[config.mk]
export PLATFORM = sky130hd
export DESIGN_NAME = csr_ctrl
export DESIGN_NICKNAME = d
export VERILOG_FILES = /design/src/rtl/csr_ctrl.sv
export SDC_FILE = /design/constraint.sdc
export NUM_CORES = 1
export LEC_CHECK = 0
export BUFFER_PORTS_ARGS = -buffer_cell sky130_fd_sc_hd__buf_4
export CORE_ASPECT_RATIO = 0.8
export CORE_MARGIN = 3
export CORE_UTILIZATION = 53
export CTS_BUF_LIST = sky130_fd_sc_hd__clkbuf_4 sky130_fd_sc_hd__clkbuf_8
export DETAILED_ROUTE_END_ITERATION = 10
export GPL_ROUTABILITY_DRIVEN = 0
export PLACE_DENSITY = 0.89
export REMOVE_ABC_BUFFERS = 1
export SLEW_MARGIN = 25
export SYNTH_ARGS = -nofsm -noshare
export SYNTH_HDL_FRONTEND = slang
export SYNTH_SLANG_ARGS = --single-unit
[constraint.sdc]
create_clock -name i_clk -period 4.5 [get_ports i_clk]
set_input_delay 0.675 -clock i_clk [delete_from_list [all_inputs] [get_ports i_clk]]
set_output_delay 0.675 -clock i_clk [all_outputs]
set_load 0.03 [all_outputs]
[src/rtl/csr_ctrl.sv]
// csr_ctrl: CSR access sequencer for the write-back stage.
// Drives the CSR register file read port and both write ports to run
// CSRRW/CSRRS/CSRRC, ECALL and MRET as IDLE -> RD -> WR -> RESP sequences.
// It returns the old CSR value for rd, and a PC redirect for trap entry and return.
module csr_ctrl (
  input  logic        i_clk,
  input  logic        i_rst_n,
  input  logic        i_valid,
  output logic        o_ready,
  input  logic [2:0]  i_op,
  input  logic [11:0] i_csr_addr,
  input  logic [31:0] i_src,
  input  logic        i_rs1_zero,
  input  logic [31:0] i_pc,
  output logic [11:0] o_csr_raddr,
  input  logic [31:0] i_csr_rdata,
  output logic [11:0] o_csr_waddr1,
  output logic [31:0] o_csr_wdata1,
  output logic        o_csr_wena1,
  output logic [11:0] o_csr_waddr2,
  output logic [31:0] o_csr_wdata2,
  output logic        o_csr_wena2,
  output logic        o_done,
  output logic [31:0] o_rd_data,
  output logic        o_redirect,
  output logic [31:0] o_redirect_pc,
  output logic        o_illegal
);

  localparam logic [11:0] ADDR_MTVEC  = 12'h305;
  localparam logic [11:0] ADDR_MEPC   = 12'h341;
  localparam logic [11:0] ADDR_MCAUSE = 12'h342;
  localparam logic [31:0] CAUSE_ECALL = 32'd11;

  localparam logic [2:0] OP_RW    = 3'b001;
  localparam logic [2:0] OP_RS    = 3'b010;
  localparam logic [2:0] OP_RC    = 3'b011;
  localparam logic [2:0] OP_ECALL = 3'b100;
  localparam logic [2:0] OP_MRET  = 3'b101;

  typedef enum logic [1:0] {
    ST_IDLE = 2'd0,
    ST_RD   = 2'd1,
    ST_WR   = 2'd2,
    ST_RESP = 2'd3
  } state_t;

  state_t      state_q, state_d;
  logic [2:0]  op_q;
  logic [11:0] addr_q;
  logic [31:0] src_q;
  logic        rs1_zero_q;
  logic [31:0] pc_q;
  logic [31:0] old_q;

  logic        is_csr_op;
  logic        is_ecall;
  logic        is_mret;
  logic        is_legal_op;
  logic        wants_write;
  logic        ro_write;
  logic [31:0] csr_new;

  // Decode the latched request; a read-only CSR only counts as illegal when a write is actually attempted.
  assign is_csr_op   = (op_q == OP_RW) || (op_q == OP_RS) || (op_q == OP_RC);
  assign is_ecall    = (op_q == OP_ECALL);
  assign is_mret     = (op_q == OP_MRET);
  assign is_legal_op = is_csr_op || is_ecall || is_mret;
  assign wants_write = (op_q == OP_RW) || !rs1_zero_q;
  assign ro_write    = is_csr_op && (addr_q[11:10] == 2'b11) && wants_write;

  // New CSR value for the read-modify-write ops.
  always_comb begin
    csr_new = 32'd0;
    case (op_q)
      OP_RW:   csr_new = src_q;
      OP_RS:   csr_new = old_q | src_q;
      OP_RC:   csr_new = old_q & ~src_q;
      default: csr_new = 32'd0;
    endcase
  end

  // State register; reset returns to IDLE asynchronously.
  always_ff @(posedge i_clk or negedge i_rst_n) begin
    if (!i_rst_n) state_q <= ST_IDLE;
    else          state_q <= state_d;
  end

  // Request fields are captured on acceptance; the old CSR value is captured at the end of RD.
  always_ff @(posedge i_clk or negedge i_rst_n) begin
    if (!i_rst_n) begin
      op_q       <= 3'd0;
      addr_q     <= 12'd0;
      src_q      <= 32'd0;
      rs1_zero_q <= 1'b0;
      pc_q       <= 32'd0;
      old_q      <= 32'd0;
    end else if (state_q == ST_IDLE && i_valid) begin
      op_q       <= i_op;
      addr_q     <= i_csr_addr;
      src_q      <= i_src;
      rs1_zero_q <= i_rs1_zero;
      pc_q       <= i_pc;
    end else if (state_q == ST_RD) begin
      old_q      <= is_legal_op ? i_csr_rdata : 32'd0;
    end
  end

  // Next state and all outputs, decoded only from the state and latched registers.
  always_comb begin
    state_d       = state_q;
    o_ready       = 1'b0;
    o_csr_raddr   = 12'd0;
    o_csr_waddr1  = 12'd0;
    o_csr_wdata1  = 32'd0;
    o_csr_wena1   = 1'b0;
    o_csr_waddr2  = 12'd0;
    o_csr_wdata2  = 32'd0;
    o_csr_wena2   = 1'b0;
    o_done        = 1'b0;
    o_rd_data     = 32'd0;
    o_redirect    = 1'b0;
    o_redirect_pc = 32'd0;
    o_illegal     = 1'b0;
    case (state_q)
      ST_IDLE: begin
        o_ready = 1'b1;
        if (i_valid) state_d = ST_RD;
      end
      ST_RD: begin
        if (is_csr_op)     o_csr_raddr = addr_q;
        else if (is_ecall) o_csr_raddr = ADDR_MTVEC;
        else if (is_mret)  o_csr_raddr = ADDR_MEPC;
        state_d = ST_WR;
      end
      ST_WR: begin
        if (is_csr_op && wants_write && !ro_write) begin
          o_csr_wena1  = 1'b1;
          o_csr_waddr1 = addr_q;
          o_csr_wdata1 = csr_new;
        end else if (is_ecall) begin
          o_csr_wena1  = 1'b1;
          o_csr_waddr1 = ADDR_MEPC;
          o_csr_wdata1 = pc_q;
          o_csr_wena2  = 1'b1;
          o_csr_waddr2 = ADDR_MCAUSE;
          o_csr_wdata2 = CAUSE_ECALL;
        end
        state_d = ST_RESP;
      end
      ST_RESP: begin
        o_done    = 1'b1;
        o_illegal = !is_legal_op || ro_write;
        if (is_csr_op) o_rd_data = old_q;
        if (is_ecall) begin
          o_redirect    = 1'b1;
          o_redirect_pc = old_q & ~32'h3;
        end else if (is_mret) begin
          o_redirect    = 1'b1;
          o_redirect_pc = old_q;
        end
        state_d = ST_IDLE;
      end
      default: state_d = ST_IDLE;
    endcase
  end

endmodule

* Word level (Yosys, flattened, before mapping)
Index checks and enable logic that the tools add are counted.
** Cells by class
- Equality and inequality tests :: 10
- Muxes and demuxes :: 36
- Bitwise operators :: 4
- Reduce and logical (&&, ||, !) cells :: 16
** Operator list (count)
- 32-bit two-way mux :: 9
- 32-bit case mux with 3 select lines :: 1
- 10-bit two-way mux :: 6
- 12-bit two-way mux :: 4
- 32-bit AND :: 1
- 32-bit NOT :: 1
- 32-bit OR :: 1
- 4-bit two-way mux :: 3
- 1-bit two-way mux :: 11
- 2-bit case mux with 4 select lines :: 1
- 2-bit == test (second input constant) :: 3
- 3-bit by 2-bit == test with 1-bit output (second input constant) :: 2
- 3-bit == test (second input constant) :: 2
- 1-bit logical OR :: 6
- 1-bit logical AND :: 5
- 3-bit by 1-bit == test with 1-bit output (second input constant) :: 1
- 1-bit logical NOT :: 3
- 2-bit by 1-bit == test with 1-bit output (second input constant) :: 1
- 2-bit logical NOT :: 1
- 2-bit two-way mux :: 1
- 2-bit != test (second input constant) :: 1
- 2-bit AND reduction :: 1
- 1-bit NOT :: 1
** Storage, ports and cells
- Register bits after elaboration :: 114
- Input bits :: 115
- Logic and storage cells :: 73

* Logic depth before layout (Yosys ltp)
Gate-level depths: netlist of the first run.
- Depth after elaboration :: 9
- Mapped depth :: 8
- Depth with buffers taken out :: 6

* Worst setup path before layout of the first run
Ideal clock, no wire load.
- Path kind :: flip-flop to output port
- Start point :: register state_q[0]
- End point :: output o_rd_data[10]
- Arrival time :: 2.051 ns
- Path slack :: 1.774 ns
- Cell stages (with the launch flop) :: 5
- Path buffers :: 1
- Cells stage by stage :: dfrtp_1 > ha_1 > inv_2 > clkbuf_1 > nor4_1
** Between the ends
- Word-level cells in the longest chain between the ends :: 2
** RTL lines
- from (decl) :: RTL line 48 : state_t state_q, state_d;
- from (signal assigned) :: RTL line 86 : else state_q <= state_d;
- 2-bit == test :: RTL line 125 : case (state_q)
- 32-bit two-way mux :: RTL line 125
- to (decl) :: RTL line 24 : output logic [31:0] o_rd_data,
No other way between the ends.

* Final worst setup path of the first run
- Start point :: register op_q[2]
- End point :: output o_csr_wdata1[17]
** Between the ends
- Word-level cells in the longest chain between the ends :: 9
- Elaborated cells on any way between the ends :: 16
- Classes of those cells :: eq/ne (4); mux (4); reduce/logical (8)
** RTL lines
- from (decl) :: RTL line 49 : logic [2:0] op_q;
- from (signal assigned) :: RTL line 99 : op_q <= i_op;
- 3-bit by 1-bit == test with 1-bit output / 3-bit by 2-bit == test with 1-bit output (equally long branches) :: RTL line 65, 69, 75
- 1-bit logical OR (2 in a row) :: RTL line 65 : assign is_csr_op = (op_q == OP_RW) || (op_q == OP_RS) || (op_q == OP_RC);
- 1-bit logical AND (2 in a row) :: RTL line 70 : assign ro_write = is_csr_op && (addr_q[11:10] == 2'b11) && wants_write;
- 1-bit logical NOT :: RTL line 137 : if (is_csr_op && wants_write && !ro_write) begin
- 1-bit logical AND :: RTL line 137
- 32-bit two-way mux (*) :: RTL line 137
- 32-bit two-way mux (*) :: RTL line 125
- to (decl) :: RTL line 18 : output logic [31:0] o_csr_wdata1,
Mark *: on every way between the ends. The rest lies on a longest branch, timed or not.

==> impl_metrics.json, run 1 <==
{
  "grt_pass1_vias": 5930,
  "wire_per_inst_um": 19.65,
  "insertion_delay_ns": 0.42,
  "grt_max_degree": 81,
  "cts_buffers": 17,
  "hold_buffers": 0,
  "port_buffers": 247,
  "synth.distinct_cells": 34,
  "p_seq_share_pct": 33.1,
  "regArea_mm2": 0.002856,
  "track_usage_pct": 28.64,
  "htree_levels": 4,
  "critPathKind": "reg -> out",
  "fin_cells": 986,
  "max-vdd-ir-drop_v": 0.0007462,
  "finClkSkew_ns": 0.01528,
  "grt_overflow": 0,
  "m1WireLength_mm": 7.351,
  "multi_input_area_mm2": 0.002950,
  "die_w_um": 128.2,
  "dpl_cell_area_mm2": 0.008040,
  "via_per_inst": 5.764,
  "setup_viol": 0,
  "drtIter0Drc": 368,
  "synth-edff-count": 0,
  "clockRootBuffer": "clkbuf_8",
  "hold_violations": 0,
  "leakagePower_nw": 4.095,
  "top_layer": "met4",
  "final_cell_mix": "buf_4 (255), dfrtp_1 (111), mux2_2 (80)",
  "worstPathRequired_ns": 3.83,
  "p_sw_share_pct": 43.82,
  "antenna_cells": 0,
  "fin_nets": 945,
  "rows": 35,
  "avgSynthCellArea_um2": 10.34,
  "ant_nets": 0,
  "post_cts_resized": 0,
  "dr_wl_met2_mm": 9.802,
  "p_sw_w": 0.002617,
  "rsz0062_at_grt": "no",
  "num_vias": 5683,
  "synth-main-ff-cell": "dfrtp_1",
  "tightest_slew_ns": 0.9417,
  "cap_violations": 0,
  "synth-seq-cells": 114,
  "area_growth_pct": 33.64,
  "worstPathMaxFanout": 45,
  "hold_path_class": "in -> async",
  "finalCritPeriodShare_pct": 82.31,
  "synthArstFlopShare_pct": 100.0,
  "slew_headroom_pct": 37.07,
  "drive_above_1_share_pct": 45.23,
  "dp_cells": 955,
  "core_mm2": 0.01160,
  "cts.reportedPaths.clkPinSlew_ns": 0.07,
  "status": "complete, no violations",
  "post_cts_buffers": 0,
  "period_needed_ns": 3.704,
  "route.detailed.drc": 0,
  "antenna_found_initial": 0,
  "fin_area_mm2": 0.008461,
  "power_frac_clock_pct": 16.7,
  "cp.arrival_ns": 3.03,
  "p_per_area_mw_per_mm2": 706.0,
  "yosysWarnings": 0,
  "crit_path_end_kind": "output pin",
  "first_pass_iters": 6,
  "maxSlewViolCount": 0,
  "clkSinkCount": 114,
  "syn_area_mm2": 0.006331,
  "start_util_pct": 54.56,
  "startpoint_type": "flip-flop",
  "io_pins": 285,
  "mostFrequentLayoutCell": "buf_4",
  "grt_pass1_wl_mm": 30.37,
  "pwr-share-comb_pct": 50.2,
  "netlist_instances": 612,
  "die_h_um": 103.8,
  "cts_max_path_buffers": 2,
  "dieArea_mm2": 0.01330,
  "wl_mm": 19.38,
  "routed-wl-met3_mm": 1.656,
  "hpwl_mm": 13.50,
  "ys_seq_area_share_pct": 45.06,
  "p_int_w": 0.003356,
  "max_freq_mhz": 270.0,
  "cts_tree": "yes",
  "num-fill-cells": 817
}
-- final timing paths --
check / from / end / slack, ns / depth (start not counted)
min reg2reg: pc_q[20] / pc_q[20] / 0.51 / 1
max in group asynchronous: i_rst_n / op_q[0] / 3.38 / 2
max reg2reg: op_q[2] / old_q[9] / 2.35 / 3
min: i_rst_n / old_q[7] / 0.15 / 1
min in group i_clk: i_csr_rdata[24] / old_q[24] / 0.47 / 2
max: op_q[2] / o_csr_wdata1[17] / 0.80 / 6
-- cell usage after synthesis (5+ instances only) --
cell type  instances  area share, %
inv_1             36            2.1
mux2_2            80             14
buf_4             46            5.5
nand2_1           37            2.2
mux2i_1           32            5.1
a21oi_1            5           0.40
clkbuf_1          20            1.2
a22o_1            32            4.4
o21ai_1           30            2.4
nor2_1            10           0.59
nor4_1            32            3.2
o21ai_0            5           0.40
buf_2             26            2.1
and2_1            15            1.5
nor3_1            32            2.5
a22oi_1           32            3.8
dfrtp_1          114             45
-- state kept, by name (all words and copies together), names as in the netlist --
signal	count
old_q	32
src_q	32
rs1_zero_q	1
state_q	2
pc_q	32
addr_q	12
op_q	3
-- kinds of logic (layout without fill, tap and decap cells) --
group	count (synthesis)	after routing	share of synthesized area, %
adder cells (fa/ha/maj)	4	4	0.7905
other	1	37	0.05923
AND/OR/NAND/NOR	137	137	11.40
flip-flops	114	114	45.06
multiplexers	112	112	19.29
buffers and inverters	134	324	11.19
AO/OA/AOI/OAI	110	110	12.21
-- critical path, cell delays in order (launching register included) --
cell,delay [ns]
dfrtp_2,0.95
nand2b_2,0.63
nor3_4,0.29
buf_4,0.32
nand2_1,0.08
o21ai_1,0.13
buf_4,0.20
-- power by group through the flow --
stage	registers, W	clock network [W]	logic (W)
3_5_place_dp	0.00198	0	0.00297
5_1_grt	0.00204	0.00106	0.00322
6_report	0.00198	0.000996	0.00300
4_1_cts	0.00196	0.00101	0.00299
3_3_place_gp	0.00192	0	0.00286
2_1_floorplan	0.00189	0	0.00203
-- per-layer routing --
layer | global-route usage (%) | vias to the layer above
met2 | 49.03 | 322
met5 | 0 | -
met1 | 33.59 | 2780
met3 | 8.093 | 49
li1 | - | 2532
met4 | 11.67 | 0
-- layout make-up --
class	instances	share of cell area [%]
inverters	38	1.701
multi-input cells	400	34.87
well taps	148	2.189
flip-flops and latches	114	33.76
repair buffers	255	22.63
clock inverters	11	1.597
clock buffers	20	3.253
-- per-stage QoR --
stage / hold WS [ns] / total power (W) / setup slack, ns / TNS, ns / utilization (%)
2_1_floorplan: 0.3794 / 0.003918 / -2.305 / -96.45 / -
3_3_place_gp: 0.4867 / 0.004783 / 1.439 / 0 / 69.28
3_5_place_dp: 0.4980 / 0.004949 / 1.316 / 0 / 69.28
4_1_cts: 0.1393 / 0.005962 / 0.8562 / 0 / 72.82
5_1_grt: 0.1411 / 0.006313 / 0.5862 / 0 / 72.91
6_report: 0.1541 / 0.005973 / 0.7960 / 0 / 72.91
Note: power is estimated with default switching activity, not from simulation.
==> run 2, diff against run 1 <==
ABC_AREA = 1   (was not set)
CORE_UTILIZATION = 49   (was 53)
PLACE_DENSITY = 0.83   (was 0.89)
clock period = 3.7 ns   (was 4.5 ns; I/O delays follow)
==> impl_metrics.json, run 2 <==
{
  "drtIter0Drc": 290,
  "start_util_pct": 51.53,
  "dieArea_mm2": 0.01454,
  "final_cell_mix": "nand2_1 (269), buf_4 (254), nor2_1 (134)",
  "cap_violations": 0,
  "cp.arrival_ns": 2.52,
  "wire_per_inst_um": 15.39,
  "synthSimpleGateAreaFrac_pct": 28.29,
  "cts_max_path_buffers": 2,
  "netlist_instances": 862,
  "synth_common_cells": "nand2_1 (270), nor2_1 (134), dfrtp_1 (114), inv_1 (82), buf_4 (50)",
  "setup_viol": 0,
  "period_needed_ns": 3.070,
  "area_growth_pct": 33.27,
  "post_cts_resized": 0,
  "grt_pass1_wl_mm": 30.25,
  "post_cts_buffers": 0,
  "yosys.area_share.xor_xnor_pct": 0,
  "hold_path_class": "in -> async",
  "hpwl_mm": 13.58,
  "avgSynthCellArea_um2": 7.459,
  "p_per_area_mw_per_mm2": 728.6,
  "synth_compound_area_share_pct": 6.460,
  "use_met1_pct": 33.98,
  "synthArstFlopShare_pct": 100.0,
  "synth_mux_area_share_pct": 6.305,
  "die_h_um": 108.5,
  "synth-seq-cells": 114,
  "max_freq_mhz": 325.7,
  "grt_overflow": 0,
  "finalCritPeriodShare_pct": 82.98,
  "tightest_slew_ns": 0.9700,
  "dp_slack_ns": 1.078,
  "slew_headroom_pct": 35.18,
  "synth_top_area_share_pct": 44.37,
  "dpl_cell_area_mm2": 0.008178,
  "synth_top_family_by_area": "simple AND/OR/NAND/NOR gates",
  "grt_max_degree": 61,
  "critPathKind": "reg -> out",
  "top_regs": "old_q x32, pc_q x32, src_q x32",
  "drive_above_1_share_pct": 30.57,
  "wl_mm": 19.55,
  "hold_violations": 0,
  "route.detailed.drc": 0,
  "crit_path_end_kind": "output pin",
  "synth-edff-count": 0,
  "cts.reportedPaths.clkPinSlew_ns": 0.07,
  "worstPathMaxFanout": 24,
  "max-vdd-ir-drop_v": 0.0003641,
  "first_pass_iters": 5,
  "finClkSkew_ns": 0.009378,
  "maxSlewViolCount": 0,
  "startpoint_type": "flip-flop",
  "leakagePower_nw": 4.814,
  "yosysTopAreaCell": "dfrtp_1",
  "synth.distinct_cells": 27,
  "port_buffers": 247,
  "ys_seq_area_share_pct": 44.37,
  "yosys-top-cells-area": "dfrtp_1 (44%), nand2_1 (16%), nor2_1 (7.8%), mux2_2 (6.3%), buf_4 (5.8%)",
  "grt_pass1_vias": 6063,
  "rsz0062_at_grt": "no",
  "mostFrequentLayoutCell": "nand2_1",
  "fin_ws_ns": 0.6296,
  "ant_nets": 0,
  "htree_levels": 4,
  "clkSinkCount": 114,
  "antenna_found_initial": 0,
  "antenna_cells": 0,
  "busiest_layer": "met2",
  "worstPathRequired_ns": 3.14,
  "syn_area_mm2": 0.006430,
  "via_per_inst": 4.909,
  "tns_ns": 0,
  "fin_area_mm2": 0.008569,
  "clockRootBuffer": "clkbuf_8",
  "num_vias": 6235,
  "synthMostInstantiatedCell": "nand2_1",
  "cts_buffers": 17,
  "yosysWarnings": 0,
  "core_mm2": 0.01248,
  "grtUsageMet3_pct": 6.744,
  "cts_tree": "yes",
  "synth_adder_area_share_pct": 0.7784,
  "synth-main-ff-cell": "dfrtp_1",
  "die_w_um": 134.1,
  "hold_buffers": 0,
  "rows": 36,
  "track_usage_pct": 26.49,
  "fin_nets": 1206,
  "io_pins": 285,
  "status": "complete, no violations",
  "grt_use_met2_pct": 44.81,
  "insertion_delay_ns": 0.43
}
-- run 2: final timing paths --
kind	start	endpoint	slack, ns	cells past startpoint
max	op_q[0]	o_csr_wdata1[6]	0.63	7
min	i_rst_n	pc_q[0]	0.17	1
max reg2reg	state_q[1]	old_q[15]	1.43	7
min reg2reg	old_q[11]	old_q[11]	0.48	2
max in group asynchronous	i_rst_n	old_q[23]	2.73	2
min in group i_clk	i_csr_rdata[30]	old_q[30]	0.32	3
-- run 2: area by class of cell --
type / instances / area, um2
Clock inverter: 10 / 108.9
Tap cell: 171 / 214.0
Inverter: 86 / 322.8
Clock buffer: 21 / 282.8
Timing Repair Buffer: 256 / 1947
Multi-Input combinational cell: 612 / 2841
Sequential cell: 114 / 2853
Fill cell: 1040 / 3908
-- run 2: through the flow --
| stage | std cells | power, W | hold slack [ns] | utilization [%] |
|---|---|---|---|---|
| 2_1_floorplan | 812 | 0.004096 | 0.2594 | - |
| 3_3_place_gp | 1239 | 0.004975 | 0.4606 | 65.54 |
| 3_5_place_dp | 1239 | 0.005077 | 0.4646 | 65.54 |
| 4_1_cts | 1270 | 0.006258 | 0.2030 | 68.68 |
| 5_1_grt | 1270 | 0.006691 | 0.2255 | 68.68 |
| 6_report | 1270 | 0.006244 | 0.1682 | 68.68 |
-- run 2: cells by family after synthesis --
| kind of cell | after synthesis |
|---|---|
| AND/OR/NAND/NOR | 453 |
| other | 1 |
| AO/OA/AOI/OAI | 82 |
| flip-flops | 114 |
| multiplexers | 36 |
| adder cells (fa/ha/maj) | 4 |
| buffers and inverters | 172 |
-- run 2: per-layer routing --
metal / wire [um] / vias to the layer above
met3: 1734 / 22
met1: 8065 / 2899
met4: 280 / 0
met5: 0 / -
li1: - / 3029
met2: 9465 / 285
-- run 2: worst max-delay path, cell delays in order (launching register included) --
cell and delay [ns]:
dfrtp_1 0.56, nor2_4 0.21, nand2_1 0.17, nor2_4 0.39, buf_4 0.42, nand2_1 0.09
nand2_1 0.09, buf_4 0.16
-- run 2: where the power goes --
group	total (W)	internal, W	switching, W
Clock	0.00117	0.000650	0.000516
Combinational	0.00293	0.00101	0.00192
Sequential	0.00215	0.00181	0.000335
